<file path="src/rtl/manch_demod_if.sv">
// Frame-layer bundle for the Manchester demodulator; MANCH_PARITY_CHK_EN widens out_rem
// and adds out_par_err.
interface manch_demod_if;
`ifdef MANCH_PARITY_CHK_EN
  localparam int REM_W = 4;
`else
  localparam int REM_W = 3;
`endif

  logic             in_enable;
  logic             in_data;
  logic             out_bit;
  logic             out_bit_valid;
  logic [7:0]       out_byte;
  logic             out_byte_valid;
  logic             out_sof;
  logic             out_eof;
  logic [REM_W-1:0] out_rem;
  logic             out_err;
  logic             out_busy;
`ifdef MANCH_PARITY_CHK_EN
  logic             out_par_err;
`endif

  // Valid/ready: there is no ready. Every qualifier (out_bit_valid, out_byte_valid,
  // out_sof, out_eof, out_err) is a one-clk pulse and the consumer must take its data
  // in that cycle; out_byte holds its value between out_byte_valid pulses.
  modport master (
    input  in_enable, in_data,
    output out_bit, out_bit_valid, out_byte, out_byte_valid,
    output out_sof, out_eof, out_rem, out_err,
`ifdef MANCH_PARITY_CHK_EN
    output out_par_err,
`endif
    output out_busy
  );

  modport slave (
    output in_enable, in_data,
    input  out_bit, out_bit_valid, out_byte, out_byte_valid,
    input  out_sof, out_eof, out_rem, out_err,
`ifdef MANCH_PARITY_CHK_EN
    input  out_par_err,
`endif
    input  out_busy
  );
endinterface

</file>
<file path="src/rtl/manch_demod.sv">
// ISO 14443-A 106 kb/s subcarrier Manchester demodulator: half-ETU edge counting, SOF/EOF
// detection and LSB-first byte assembly. MANCH_PARITY_CHK_EN enables per-byte odd parity.
module manch_demod #(
  parameter int HALF_ETU = 64,
  parameter int EDGE_THR = 2,
  parameter int CNT_W    = 7
) (
  input  logic          clk,
  input  logic          in_rst_n,
  manch_demod_if.master bif,
  output logic [1:0]    state_dbg
);

`ifdef MANCH_PARITY_CHK_EN
  localparam int IDX_W = 4;
  localparam int SR_W  = 8;
  localparam logic [IDX_W-1:0] LAST_IDX = 4'd8;
`else
  localparam int IDX_W = 3;
  localparam int SR_W  = 7;
  localparam logic [IDX_W-1:0] LAST_IDX = 3'd7;
`endif
  localparam logic [CNT_W-1:0] HALF_LAST = CNT_W'(HALF_ETU - 1);
  localparam logic [2:0]       THR       = 3'(EDGE_THR);

  typedef enum logic [1:0] {HUNT = 2'd0, SOF = 2'd1, DATA = 2'd2} state_t;

  state_t           state;
  logic             s1, s2, s3;
  logic [CNT_W-1:0] half_cnt;
  logic [2:0]       edge_cnt;
  logic             phase;
  logic             h1;
  logic [IDX_W-1:0] bit_idx;
  logic [SR_W-1:0]  sr;
  logic             bit_r, bit_valid_r, byte_valid_r, sof_r, eof_r, err_r;
  logic [7:0]       byte_r;
  logic [IDX_W-1:0] rem_r;
`ifdef MANCH_PARITY_CHK_EN
  logic             par_err_r;
`endif

  logic rise, half_last, act;
  assign rise      = s2 & ~s3;
  assign half_last = (half_cnt == HALF_LAST);
  assign act       = (edge_cnt >= THR);

  always_ff @(posedge clk or negedge in_rst_n) begin
    if (!in_rst_n) begin
      state        <= HUNT;
      s1           <= 1'b0;
      s2           <= 1'b0;
      s3           <= 1'b0;
      half_cnt     <= '0;
      edge_cnt     <= '0;
      phase        <= 1'b0;
      h1           <= 1'b0;
      bit_idx      <= '0;
      sr           <= '0;
      bit_r        <= 1'b0;
      bit_valid_r  <= 1'b0;
      byte_r       <= '0;
      byte_valid_r <= 1'b0;
      sof_r        <= 1'b0;
      eof_r        <= 1'b0;
      rem_r        <= '0;
      err_r        <= 1'b0;
`ifdef MANCH_PARITY_CHK_EN
      par_err_r    <= 1'b0;
`endif
    end else begin
      s1           <= bif.in_data;
      s2           <= s1;
      s3           <= s2;
      bit_valid_r  <= 1'b0;
      byte_valid_r <= 1'b0;
      sof_r        <= 1'b0;
      eof_r        <= 1'b0;
      err_r        <= 1'b0;
`ifdef MANCH_PARITY_CHK_EN
      par_err_r    <= 1'b0;
`endif
      if (!bif.in_enable || state == HUNT) begin
        state    <= HUNT;
        half_cnt <= '0;
        edge_cnt <= '0;
        phase    <= 1'b0;
        h1       <= 1'b0;
        bit_idx  <= '0;
        sr       <= '0;
        // The first rise fixes the window phase for the whole frame.
        if (bif.in_enable && rise) begin
          state    <= SOF;
          half_cnt <= CNT_W'(1);
          edge_cnt <= 3'd1;
        end
      end else if (!half_last) begin
        half_cnt <= half_cnt + CNT_W'(1);
        if (rise && edge_cnt != 3'd7) edge_cnt <= edge_cnt + 3'd1;
      end else begin
        half_cnt <= '0;
        edge_cnt <= {2'b00, rise};
        phase    <= ~phase;
        if (!phase) begin
          h1 <= act;
        end else if (state == SOF) begin
          if (h1 && !act) begin
            sof_r <= 1'b1;
            state <= DATA;
          end else begin
            err_r <= 1'b1;
            state <= HUNT;
          end
        end else if (h1 == act) begin
          // (0,0) closes the frame, (1,1) is a coding violation; both drop the partial byte.
          eof_r <= ~h1;
          err_r <= h1;
          rem_r <= bit_idx;
          state <= HUNT;
        end else begin
          bit_r       <= h1;
          bit_valid_r <= 1'b1;
          if (bit_idx == LAST_IDX) begin
            bit_idx      <= '0;
            byte_valid_r <= 1'b1;
`ifdef MANCH_PARITY_CHK_EN
            byte_r       <= sr;
            par_err_r    <= ~(^sr ^ h1);
`else
            byte_r       <= {h1, sr};
`endif
          end else begin
            bit_idx <= bit_idx + IDX_W'(1);
            sr      <= {h1, sr[SR_W-1:1]};
          end
        end
      end
    end
  end

  assign bif.out_bit        = bit_r;
  assign bif.out_bit_valid  = bit_valid_r;
  assign bif.out_byte       = byte_r;
  assign bif.out_byte_valid = byte_valid_r;
  assign bif.out_sof        = sof_r;
  assign bif.out_eof        = eof_r;
  assign bif.out_rem        = rem_r;
  assign bif.out_err        = err_r;
  assign bif.out_busy       = (state == SOF) || (state == DATA);
`ifdef MANCH_PARITY_CHK_EN
  assign bif.out_par_err    = par_err_r;
`endif
  assign state_dbg          = state;

endmodule
</file>
<file path="src/flat_wrapper.sv">
// flat-port wrapper written by rule: the top's interface ports become plain ports
module manch_demod_flat 
#(
  parameter int HALF_ETU = 64,
  parameter int EDGE_THR = 2,
  parameter int CNT_W    = 7
)
  (clk, in_rst_n, state_dbg, bif_in_enable, bif_in_data, bif_out_bit, bif_out_bit_valid, bif_out_byte, bif_out_byte_valid, bif_out_sof, bif_out_eof, bif_out_rem, bif_out_err, bif_out_busy);
  manch_demod_if bif_i ();
  input  logic clk;
  input  logic in_rst_n;
  output logic [1:0] state_dbg;
  input wire logic [$bits(bif_i.in_enable)-1:0] bif_in_enable;
  input wire logic [$bits(bif_i.in_data)-1:0] bif_in_data;
  output wire logic [$bits(bif_i.out_bit)-1:0] bif_out_bit;
  output wire logic [$bits(bif_i.out_bit_valid)-1:0] bif_out_bit_valid;
  output wire logic [$bits(bif_i.out_byte)-1:0] bif_out_byte;
  output wire logic [$bits(bif_i.out_byte_valid)-1:0] bif_out_byte_valid;
  output wire logic [$bits(bif_i.out_sof)-1:0] bif_out_sof;
  output wire logic [$bits(bif_i.out_eof)-1:0] bif_out_eof;
  output wire logic [$bits(bif_i.out_rem)-1:0] bif_out_rem;
  output wire logic [$bits(bif_i.out_err)-1:0] bif_out_err;
  output wire logic [$bits(bif_i.out_busy)-1:0] bif_out_busy;
  assign bif_i.in_enable = bif_in_enable;
  assign bif_i.in_data = bif_in_data;
  assign bif_out_bit = bif_i.out_bit;
  assign bif_out_bit_valid = bif_i.out_bit_valid;
  assign bif_out_byte = bif_i.out_byte;
  assign bif_out_byte_valid = bif_i.out_byte_valid;
  assign bif_out_sof = bif_i.out_sof;
  assign bif_out_eof = bif_i.out_eof;
  assign bif_out_rem = bif_i.out_rem;
  assign bif_out_err = bif_i.out_err;
  assign bif_out_busy = bif_i.out_busy;
  manch_demod #(.HALF_ETU(HALF_ETU), .EDGE_THR(EDGE_THR), .CNT_W(CNT_W)) u_core (.clk(clk), .in_rst_n(in_rst_n), .bif(bif_i), .state_dbg(state_dbg));
endmodule
</file>
<file path="config.mk">
export PLATFORM = sky130hd
export DESIGN_NAME = manch_demod_flat
export DESIGN_NICKNAME = d
export VERILOG_FILES = /design/src/rtl/manch_demod_if.sv /design/src/rtl/manch_demod.sv /design/src/flat_wrapper.sv
export SDC_FILE = /design/constraint.sdc
export NUM_CORES = 1
export LEC_CHECK = 0
export ABC_CLOCK_PERIOD_IN_PS = 3200
export BUFFER_PORTS_ARGS = -buffer_cell sky130_fd_sc_hd__buf_4
export CORE_MARGIN = 10
export CORE_UTILIZATION = 60
export DETAILED_ROUTE_END_ITERATION = 8
export GPL_TIMING_DRIVEN = 0
export HOLD_SLACK_MARGIN = 0.03
export PLACE_DENSITY = 0.82
export SETUP_SLACK_MARGIN = 0.02
export SLEW_MARGIN = 40
export SYNTH_ARGS = -nofsm -noshare
export SYNTH_HDL_FRONTEND = slang
export SYNTH_SLANG_ARGS = --single-unit
</file>
<file path="constraint.sdc">
create_clock -name clk -period 3.2 [get_ports clk]
set_input_delay 0.32 -clock clk [delete_from_list [all_inputs] [get_ports clk]]
set_output_delay 0.32 -clock clk [all_outputs]
set_load 0.005 [all_outputs]
</file>
==> metrics.md <==
| Metric | Value |
|---|---|
| R2R Setup Slk | 0.70 ns |
| P_int | 0.000734 W |
| Syn Nets | 180 |
| Sw frac | 21.9% |
| Crit path DAT | 2.74 ns |
| WP buf/inv | 3 |
| Vias in the first global route | 1413 |
| Endpoints failing hold | 0 |
| Slew Viols, Final | 0 |
| Detailed Route WL | 3790 um |
| Placer Congestion | 0.802 |
| Ys flop type | dfrtp_1 |
| Largest net degree at the start of global routing | 45 |
| Clock-pin transition on the worst setup and hold timing paths | 0.12 ns |
| Detailed Place HPWL | 2760 um |
| Synth cell types | 37 |
| Outcome | complete, no violations |
| IO Port Bufs | 23 |
| Final layout net count | 211 |
| Worst reg2reg startpoint | u_core.edge_cnt[0] |
| Synth Area in Adders | 6.43% |
| Max incr delay on CP | 0.43 ns |
| Final min period | 2.50 ns |
| Hold Crit Class | in -> reg |
| Most frequent CP cell | ha_1 |
| Seq/Total Area, Yosys | 56.6% |
| Clock share of power | 36.4% |
| Avg WL per Cell | 15.6 um |
| Die Wd | 77.0 um |
| Fraction of layout cells with a size suffix above 1 | 27.3% |
| Setup TNS | 0 ns |
| WHS Endpoint | u_core.s1 |
| Chip height | 77.0 um |
| Global router's overall resource usage | 13.4% |
| Main combinational cell family by area after synthesis | simple AND/OR/NAND/NOR gates |
| Reg-to-reg endpoint | u_core.sr[6] |
| Hold_ws | 0.0567 ns |
| Slowest CP cell | dfrtp_1 |
| Synth Warn # | 0 |
| DR iter-0 viols | 94 |
| Die Area | 0.00592 mm2 |
| Family with the most delay on the worst path | simple AND/OR/NAND/NOR gates |
| Compound-Gate Fraction of Synth Area | 7.71% |
| Normalized max-slew margin | 63.5% |
| Critical path capture point type | flip-flop |
| CTS buffer count | 5 |
| Antenna violations before repair | 0 |
| PwrDens | 414 mW/mm2 |
| Area growth, synth to finish | 16.3% |
| Mapped cell area | 0.00195 mm2 |
| Core ar. | 0.00308 mm2 |
| Highest Clock Rate | 401 MHz |
| Routed vias/inst | 5.58 |
| Pre-CTS setup slack | 0.737 ns |
| TritonRoute pass-1 iters | 4 |
| Total vias in the final route | 1351 |
| Initial Utilization | 63.3% |
| Worst-margin pin slew | 0.544 ns |
| Hold Path Cell Cnt | 1 |
| Seq pwr share | 60.0% |
| Setup Skew | 0.00695 ns |
| Residual DRC | 0 |
| H-tree depth | 2 |
| Xor and xnor fraction of the mapped netlist area | 2.25% |
| Synth top area share | 56.6% |
| Worst-case reg-to-reg path depth | 10 |
| RSZ-0062 raised after global routing | false |
| Site Rows | 20 |
| Top cells by area, synth | dfrtp_1, mux2_2, ha_1 |
| Mean Syn Cell Area | 11.7 um2 |
| Final WS setup | 0.703 ns |
| Asr flop ratio synth | 100% |
| Setup violators final | 0 |
| CP Launch Type | flip-flop |
| Worst Setup Path Type | reg -> reg |
| Sw power | 0.000205 W |
| #FFs+latches synth | 44 |
| Peak VDD IR | 223 uV |
| CP cell instances | inv_1 > ha_1 > nor3_1 > ha_1 > nand2b_1 > or4_1 > buf_2 > buf_6 > nand3_1 > o31ai_2 |
| Max cap viols | 0 |
| Post-synthesis simple-gate area fraction | 16.1% |
| Yosys top cell by area | dfrtp_1 |
| Cell count after synthesis | 166 |
| Worst Hold Launch | bif_in_data |
| Num Clock Sinks | 44 |
| Req. time, crit path | 3.44 ns |
| Antenna cells | 0 |
| CTS tree | yes |
| CP Max Fanout | 10 |
| Final core occ | 73.6% |
| Skew-Pair Late Insertion Delay | 0.36 ns |
| Leakage power | 1.05 nW |
| Root buffer cell | clkbuf_4 |
| Mux share of post-synthesis cell area | 8.03% |
| Period Utilization, post-route | 78.0% |
| DRT antenna net count | 0 |
| Comb pwr share | 3.6% |
| Io pins | 24 |
| Grt total ovfl | 0 |
| First-pass GRT wire length | 6560 um |
| CTS max path bufs | 2 |
| Number of synthesized flops with an enable pin | 0 |
[area by class of cell]
type	instances	area, um2
repair buffers	24	183
flip-flops and latches	44	1100
multi-input cells	111	788
clock buffers	5	37.5
inverters	5	18.8
clock inverters	3	42.5
fillers	225	813
plain buffers	6	38.8
well taps	44	55.1
[per-stage QoR]
stage	area, um2	total power [W]	std cells
3_5_place_dp	2170	0.000608	233
6_report	2260	0.000939	242
3_3_place_gp	2170	0.000606	233
4_1_cts	2260	0.000946	242
2_1_floorplan	1950	0.000587	166
5_1_grt	2260	0.000977	242
[registers in the layout, indices dropped and copies added (netlist names), 2 cells and up]
| signal | count |
|---|---|
| u_core.bif.out_byte | 8 |
| u_core.half_cnt | 7 |
| u_core.sr | 7 |
| u_core.bif.out_rem | 3 |
| u_core.bit_idx | 3 |
| u_core.edge_cnt | 3 |
| u_core.state_dbg | 2 |
[worst register-to-register path, stage by stage (launching register included)]
cell	delay (ns)
dfrtp_1	0.43
inv_1	0.07
ha_1	0.18
nor3_1	0.43
ha_1	0.25
nand2b_1	0.14
or4_1	0.41
buf_2	0.17
buf_6	0.15
nand3_1	0.09
o31ai_2	0.07
[cells in the mapped netlist (all sizes together) (2+ instances only)]
master / count
dfrtp: 44
nand2: 16
mux2: 13
o21ai: 12
ha: 10
nand3: 10
nor2: 10
nor3: 6
a21oi: 5
inv: 5
buf: 3
clkbuf: 3
or3: 3
xor2: 3
and3: 2
nand2b: 2
nand4b: 2
nor2b: 2
o31a: 2
o31ai: 2
xnor2: 2
[how the worst max path moves through the flow]
stage                             from                end  slack (ns)  cells after the start
floorplan           u_core.edge_cnt[0]       u_core.sr[6]        1.09                     10
global placement    u_core.edge_cnt[0]       u_core.sr[6]        0.77                     10
detailed placement  u_core.edge_cnt[0]       u_core.sr[6]        0.74                     10
CTS                 u_core.edge_cnt[0]       u_core.sr[6]        0.72                     10
global route        u_core.edge_cnt[0]  u_core.bit_idx[0]        0.56                      9
finish              u_core.edge_cnt[0]       u_core.sr[6]        0.70                     10
[what timing repair did]
action / in CTS / in global routing
buffers inserted: 0 / 0
setup endpoints to repair: 0 / 0
endpoints found under the hold margin: 44 / 0
hold buffers: 1 / 0
gates resized for setup: 0 / 0
[power groups by stage]
stage	clock network [W]	logic [W]	registers, W
3_3_place_gp	0	0.0000320	0.000574
4_1_cts	0.000348	0.0000348	0.000563
5_1_grt	0.000374	0.0000391	0.000564
3_5_place_dp	0	0.0000335	0.000574
6_report	0.000341	0.0000338	0.000563
2_1_floorplan	0	0.0000137	0.000573
[cell usage in the layout, fill, tap and decap left out, types with 2 or more instances in the layout]
| cell type | instances |
|---|---|
| dfrtp_1 | 44 |
| buf_4 | 23 |
| nand2_1 | 16 |
| mux2_2 | 13 |
| ha_1 | 10 |
| nand3_1 | 9 |
| nor2_1 | 8 |
| o21ai_0 | 6 |
| o21ai_1 | 6 |
| inv_1 | 5 |
| nor3_1 | 5 |
| a21oi_1 | 5 |
| clkbuf_4 | 5 |
| clkbuf_1 | 3 |
| or3_1 | 3 |
| xor2_1 | 3 |
| nor2b_1 | 2 |
| and3_1 | 2 |
| xnor2_1 | 2 |
| nand4b_1 | 2 |
| buf_6 | 2 |
| nand2b_1 | 2 |
| o31a_1 | 2 |
[layer usage]
layer / vias to the layer above / routed length [um] / global-route usage, %
li1: 642 / - / -
met1: 672 / 1660 / 15.1
met2: 29 / 1880 / 22.6
met3: 8 / 180 / 4.20
met4: 0 / 70 / 6.13
met5: - / 0 / 0
[kinds of logic after synthesis]
family / count (synthesis)
AOI/OAI and AO/OA: 24
and+or+nand+nor: 58
xor gates and xnor gates: 5
buffers and inverters: 11
DFF: 44
muxes: 14
adders and majority gates: 10
No activity file was read; power rests on OpenSTA's default activity.
